--- src/rtl/l2cache_control.sv ---
// Control FSM for the two-way, 16-set L2 cache: tag check, writeback and refill
// sequencing, plus saturating hit/miss/writeback statistics counters.
module l2cache_control #(
    parameter int CNT_WIDTH = 32
) (
    input  logic                 clk,
    input  logic                 rst,
    input  logic                 mem_read,
    input  logic                 mem_write,
    output logic                 mem_resp,
    input  logic                 hit,
    input  logic                 dirty,
    input  logic                 pmem_resp,
    output logic                 pmem_read,
    output logic                 pmem_write,
    output logic                 pmem_addr_sel,
    output logic                 load_lru,
    output logic                 load_tag,
    output logic                 load_data,
    output logic                 load_valid,
    output logic                 data_in_sel,
    output logic                 set_dirty,
    output logic                 clr_dirty,
    input  logic                 stat_clr,
    output logic [CNT_WIDTH-1:0] hit_count,
    output logic [CNT_WIDTH-1:0] miss_count,
    output logic [CNT_WIDTH-1:0] wb_count
);

    typedef enum logic [1:0] {
        ST_IDLE      = 2'd0,
        ST_CHECK     = 2'd1,
        ST_WRITEBACK = 2'd2,
        ST_FETCH     = 2'd3
    } state_t;

    state_t                 state_r;
    state_t                 next_state_s;
    logic                   refill_r;
    logic                   hit_inc_s;
    logic                   miss_inc_s;
    logic                   wb_inc_s;
    logic [CNT_WIDTH-1:0]   hit_count_r;
    logic [CNT_WIDTH-1:0]   miss_count_r;
    logic [CNT_WIDTH-1:0]   wb_count_r;

    function automatic logic [CNT_WIDTH-1:0] sat_inc(input logic [CNT_WIDTH-1:0] value);
        logic [CNT_WIDTH-1:0] one;
        one = {{(CNT_WIDTH-1){1'b0}}, 1'b1};
        if (&value) begin
            return value;
        end else begin
            return value + one;
        end
    endfunction

    // State register and refill flag; the flag marks the re-check that follows a fill.
    always_ff @(posedge clk) begin
        if (rst) begin
            state_r  <= ST_IDLE;
            refill_r <= 1'b0;
        end else begin
            state_r <= next_state_s;
            if ((state_r == ST_FETCH) && pmem_resp) begin
                refill_r <= 1'b1;
            end else if (state_r == ST_CHECK) begin
                refill_r <= 1'b0;
            end else begin
                refill_r <= refill_r;
            end
        end
    end

    // Next-state decode.
    always_comb begin
        next_state_s = state_r;
        case (state_r)
            ST_IDLE: begin
                if (mem_read || mem_write) begin
                    next_state_s = ST_CHECK;
                end else begin
                    next_state_s = ST_IDLE;
                end
            end
            ST_CHECK: begin
                if (hit) begin
                    next_state_s = ST_IDLE;
                end else if (dirty) begin
                    next_state_s = ST_WRITEBACK;
                end else begin
                    next_state_s = ST_FETCH;
                end
            end
            ST_WRITEBACK: begin
                if (pmem_resp) begin
                    next_state_s = ST_FETCH;
                end else begin
                    next_state_s = ST_WRITEBACK;
                end
            end
            ST_FETCH: begin
                if (pmem_resp) begin
                    next_state_s = ST_CHECK;
                end else begin
                    next_state_s = ST_FETCH;
                end
            end
            default: next_state_s = ST_IDLE;
        endcase
    end

    // Datapath strobes and counter increment requests; a write wins over a read.
    always_comb begin
        mem_resp      = 1'b0;
        pmem_read     = 1'b0;
        pmem_write    = 1'b0;
        pmem_addr_sel = 1'b0;
        load_lru      = 1'b0;
        load_tag      = 1'b0;
        load_data     = 1'b0;
        load_valid    = 1'b0;
        data_in_sel   = 1'b0;
        set_dirty     = 1'b0;
        clr_dirty     = 1'b0;
        hit_inc_s     = 1'b0;
        miss_inc_s    = 1'b0;
        wb_inc_s      = 1'b0;
        case (state_r)
            ST_IDLE: begin
                mem_resp = 1'b0;
            end
            ST_CHECK: begin
                mem_resp    = hit;
                load_lru    = hit;
                load_data   = hit & mem_write;
                data_in_sel = hit & mem_write;
                set_dirty   = hit & mem_write;
                hit_inc_s   = hit & ~refill_r;
                miss_inc_s  = ~hit & ~refill_r;
            end
            ST_WRITEBACK: begin
                pmem_write    = 1'b1;
                pmem_addr_sel = 1'b1;
                wb_inc_s      = pmem_resp;
            end
            ST_FETCH: begin
                pmem_read  = 1'b1;
                load_data  = pmem_resp;
                load_tag   = pmem_resp;
                load_valid = pmem_resp;
                clr_dirty  = pmem_resp;
            end
            default: begin
                mem_resp = 1'b0;
            end
        endcase
    end

    // Saturating statistics counters; a clear beats a same-cycle increment.
    always_ff @(posedge clk) begin
        if (rst || stat_clr) begin
            hit_count_r  <= {CNT_WIDTH{1'b0}};
            miss_count_r <= {CNT_WIDTH{1'b0}};
            wb_count_r   <= {CNT_WIDTH{1'b0}};
        end else begin
            hit_count_r  <= hit_inc_s  ? sat_inc(hit_count_r)  : hit_count_r;
            miss_count_r <= miss_inc_s ? sat_inc(miss_count_r) : miss_count_r;
            wb_count_r   <= wb_inc_s   ? sat_inc(wb_count_r)   : wb_count_r;
        end
    end

    assign hit_count  = hit_count_r;
    assign miss_count = miss_count_r;
    assign wb_count   = wb_count_r;

endmodule

--- config.mk ---
export PLATFORM = sky130hd
export DESIGN_NAME = l2cache_control
export DESIGN_NICKNAME = d
export VERILOG_FILES = /design/src/rtl/l2cache_control.sv
export SDC_FILE = /design/constraint.sdc
export NUM_CORES = 1
export LEC_CHECK = 0
export ABC_AREA = 0
export CAP_MARGIN = 10
export CORE_UTILIZATION = 34
export CTS_BUF_LIST = sky130_fd_sc_hd__clkbuf_4 sky130_fd_sc_hd__clkbuf_8
export CTS_CLUSTER_DIAMETER = 60
export DETAILED_ROUTE_END_ITERATION = 7
export SLEW_MARGIN = 0
export SYNTH_ARGS = -nofsm -noshare
export SYNTH_HDL_FRONTEND = slang
export SYNTH_SLANG_ARGS = --single-unit
--- constraint.sdc ---
create_clock -name clk -period 6.7 [get_ports clk]
set_clock_uncertainty 0.15 [all_clocks]
set_input_delay 1.34 -clock clk [delete_from_list [all_inputs] [get_ports clk]]
set_output_delay 1.34 -clock clk [all_outputs]
set_load 0.03 [all_outputs]
==> impl_metrics.json <==
{
  "drt_first_pass_iters": 5,
  "ys_types": 53,
  "p_total_mw": 1.053,
  "post-route-min-period_ps": 4588,
  "hold_path_depth": 2,
  "ys_seq_elements": 99,
  "num_vias": 5281,
  "clockBufferDepth": 2,
  "area_delta_synth_final_pct": 26.51,
  "slew-limit-headroom_pct": 29.14,
  "gp_congestion": 0.8446,
  "power_leakage_nw": 1.899,
  "period_share_pct": 68.47,
  "slew_violations": 0,
  "crit_type": "input port to primary output",
  "syn_avg_cell_area_um2": 8.257,
  "dpl_cell_area_um2": 6399,
  "clk_latency_ps": 380,
  "max_freq_mhz": 218.0,
  "first_iter_violations": 322,
  "fin_setup_tns_ps": 0,
  "async_flop_share_pct": 0,
  "die-area_um2": 15820,
  "crit_start": "hit",
  "numCtsBuffers": 9,
  "grt-ovfl-total": 0,
  "grt_max_degree": 36,
  "cts-root-buf": "clkbuf_8",
  "post_cts_buffers": 0,
  "wl_met2_um": 6618,
  "fin_nets": 732,
  "cap_violations": 0,
  "synth_nets": 642,
  "drive_gt1_share_pct": 6.474,
  "post_cts_resized": 0,
  "wl_um": 14530,
  "rsz0062_at_grt": "false",
  "yosys_warnings": 0,
  "ff2ff_path_depth": 5,
  "cp-start-kind": "input port",
  "worst_pin_slew_ps": 1063,
  "crit_required_ps": 5210,
  "wl_met1_um": 6870,
  "yosys_most_used_dff": "dfxtp_1",
  "core-area_um2": 14750,
  "fp.dieW_um": 125.8,
  "clk_pin_slew_ps": 90,
  "syn_inst": 631,
  "setup_viol": 0,
  "cts.sinks": 99,
  "antenna_left": 0,
  "grt_pass1_vias": 4720,
  "ir_worst_vdd_mv": 0.07979,
  "drc_errors": 0,
  "boundaryPins": 115,
  "synth_seq_area_share_pct": 38.04,
  "row_count": 44,
  "outcome": "finished, final reports clean",
  "path_max_fanout": 7,
  "synth_area_um2": 5210,
  "grt_pass1_wl_um": 23730,
  "setup_ws_ps": 2112,
  "hp-class": "register to register",
  "synth_edf_count": 0,
  "antenna_found_initial": 0,
  "track_usage_pct": 18.44,
  "hp-start": "wb_count[31]$_SDFFE_PP0P_",
  "tritoncts": "yes",
  "r2r-start": "miss_count[26]$_SDFFE_PP0P_",
  "initial_utilization_pct": 35.31,
  "dp_slack_ps": 2105,
  "via_per_inst": 5.803,
  "highest-signal-layer": "met4",
  "post-route-cell-area_um2": 6591,
  "wire_per_inst_um": 15.96,
  "hold_violations": 0,
  "crit_arrival_ps": 3100,
  "h-tree-depth": 3,
  "p_per_area_nw_per_um2": 159.8,
  "hpwl_um": 10280,
  "endpoint_kind": "primary output",
  "wl_met3_um": 779,
  "holdBufCountCts": 0,
  "die_h_um": 125.8,
  "port_buffers": 114,
  "antenna_cells": 0
}
[power by group]
part | internal [mW] | switching (mW)
combinational | 0.0218 | 0.0430
clock | 0.171 | 0.221
sequential | 0.590 | 0.00525
[state kept, by name, summed over array words and instances (netlist names)]
register / count
hit_count: 32
miss_count: 32
refill_r: 1
wb_count: 32
state_r: 2
[layer usage]
| layer | up-vias | global-route usage, % |
|---|---|---|
| met5 | - | 0 |
| met4 | 0 | 7.725 |
| met3 | 23 | 3.271 |
| met2 | 164 | 29.28 |
| met1 | 2535 | 24.67 |
| li1 | 2559 | - |
[kinds of logic (layout without fill, tap and decap cells)]
kind of cell	Yosys count	count (layout)	share of synthesized area, %
AND/OR/NAND/NOR	299	299	33.31
buffers and inverters	57	152	5.427
AO/OA/AOI/OAI	146	146	17.68
flip-flops	99	99	38.04
multiplexers	12	12	2.306
XOR/XNOR	15	15	2.522
adder cells (fa/ha/maj)	3	3	0.7205
[layout make-up]
cell class,instances,area [um2]
fill,1455,8163
multi-input combinational,475,2948
sequential,99,1982
timing repair buffer,118,1171
tap,184,230.2
clock buffer,9,123.9
clock inverter,7,68.82
inverter,18,67.56
[placed cells by master, fill, tap and decap left out, drive strengths merged, types with 2 or more instances in the layout]
cell type / netlist / layout
nand3: 36 / 36
nor3: 11 / 11
nand4: 36 / 36
mux2i: 12 / 12
buf: 22 / 4
clkinvlp: 0 / 2
a21oi: 51 / 51
nor4: 21 / 21
and4: 3 / 3
and3: 7 / 7
xor2: 8 / 8
or4: 30 / 30
xnor2: 7 / 7
and2: 2 / 2
o21bai: 2 / 2
nand2: 57 / 57
or3: 44 / 44
clkbuf: 17 / 9
dfxtp: 99 / 99
nor2: 37 / 37
o211ai: 12 / 12
o21ai: 40 / 40
o31a: 3 / 3
clkinv: 0 / 4
ha: 3 / 3
a31oi: 3 / 3
clkdlybuf4s50: 0 / 114
or2: 7 / 7
o21a: 6 / 6
nor3b: 2 / 2
o31ai: 21 / 21
inv: 18 / 18
o2111ai: 3 / 3
[through the flow]
step | instances | utilization (%) | hold WS (ps)
6_report | 910 | 44.67 | 360.2
5_1_grt | 910 | 44.67 | 395.0
4_1_cts | 910 | 44.67 | 360.6
3_5_place_dp | 894 | 43.37 | 343.0
3_3_place_gp | 894 | 43.37 | 327.1
2_1_floorplan | 631 | - | 379.8
[path summary, 6_finish.rpt]
check	end	slack, ps
max	load_data	2110
min	wb_count[31]$_SDFFE_PP0P_	360
max reg2reg	miss_count[19]$_SDFFE_PP0P_	3760
min reg2reg	wb_count[31]$_SDFFE_PP0P_	360
[critical path, stage by stage]
cell and delay [ps]:
clkdlybuf4s50_1 600, and3_1 290, or2_2 270, clkdlybuf4s50_1 590
[synthesized netlist by cell type (all sizes together), types with 8 or more instances]
library cell	number	area (um2)
dfxtp	99	1982
o31ai	21	185.2
nand4	36	250.2
nand2	57	214.0
buf	22	151.4
inv	18	67.56
nand3	36	180.2
a21oi	51	270.3
or3	44	275.3
xor2	8	70.07
mux2i	12	120.1
o211ai	12	90.09
o21ai	40	200.2
clkbuf	17	63.81
nor3	11	65.06
or4	30	225.2
nor2	37	138.9
nor4	21	165.2
Power figures use the tool's default switching activity.
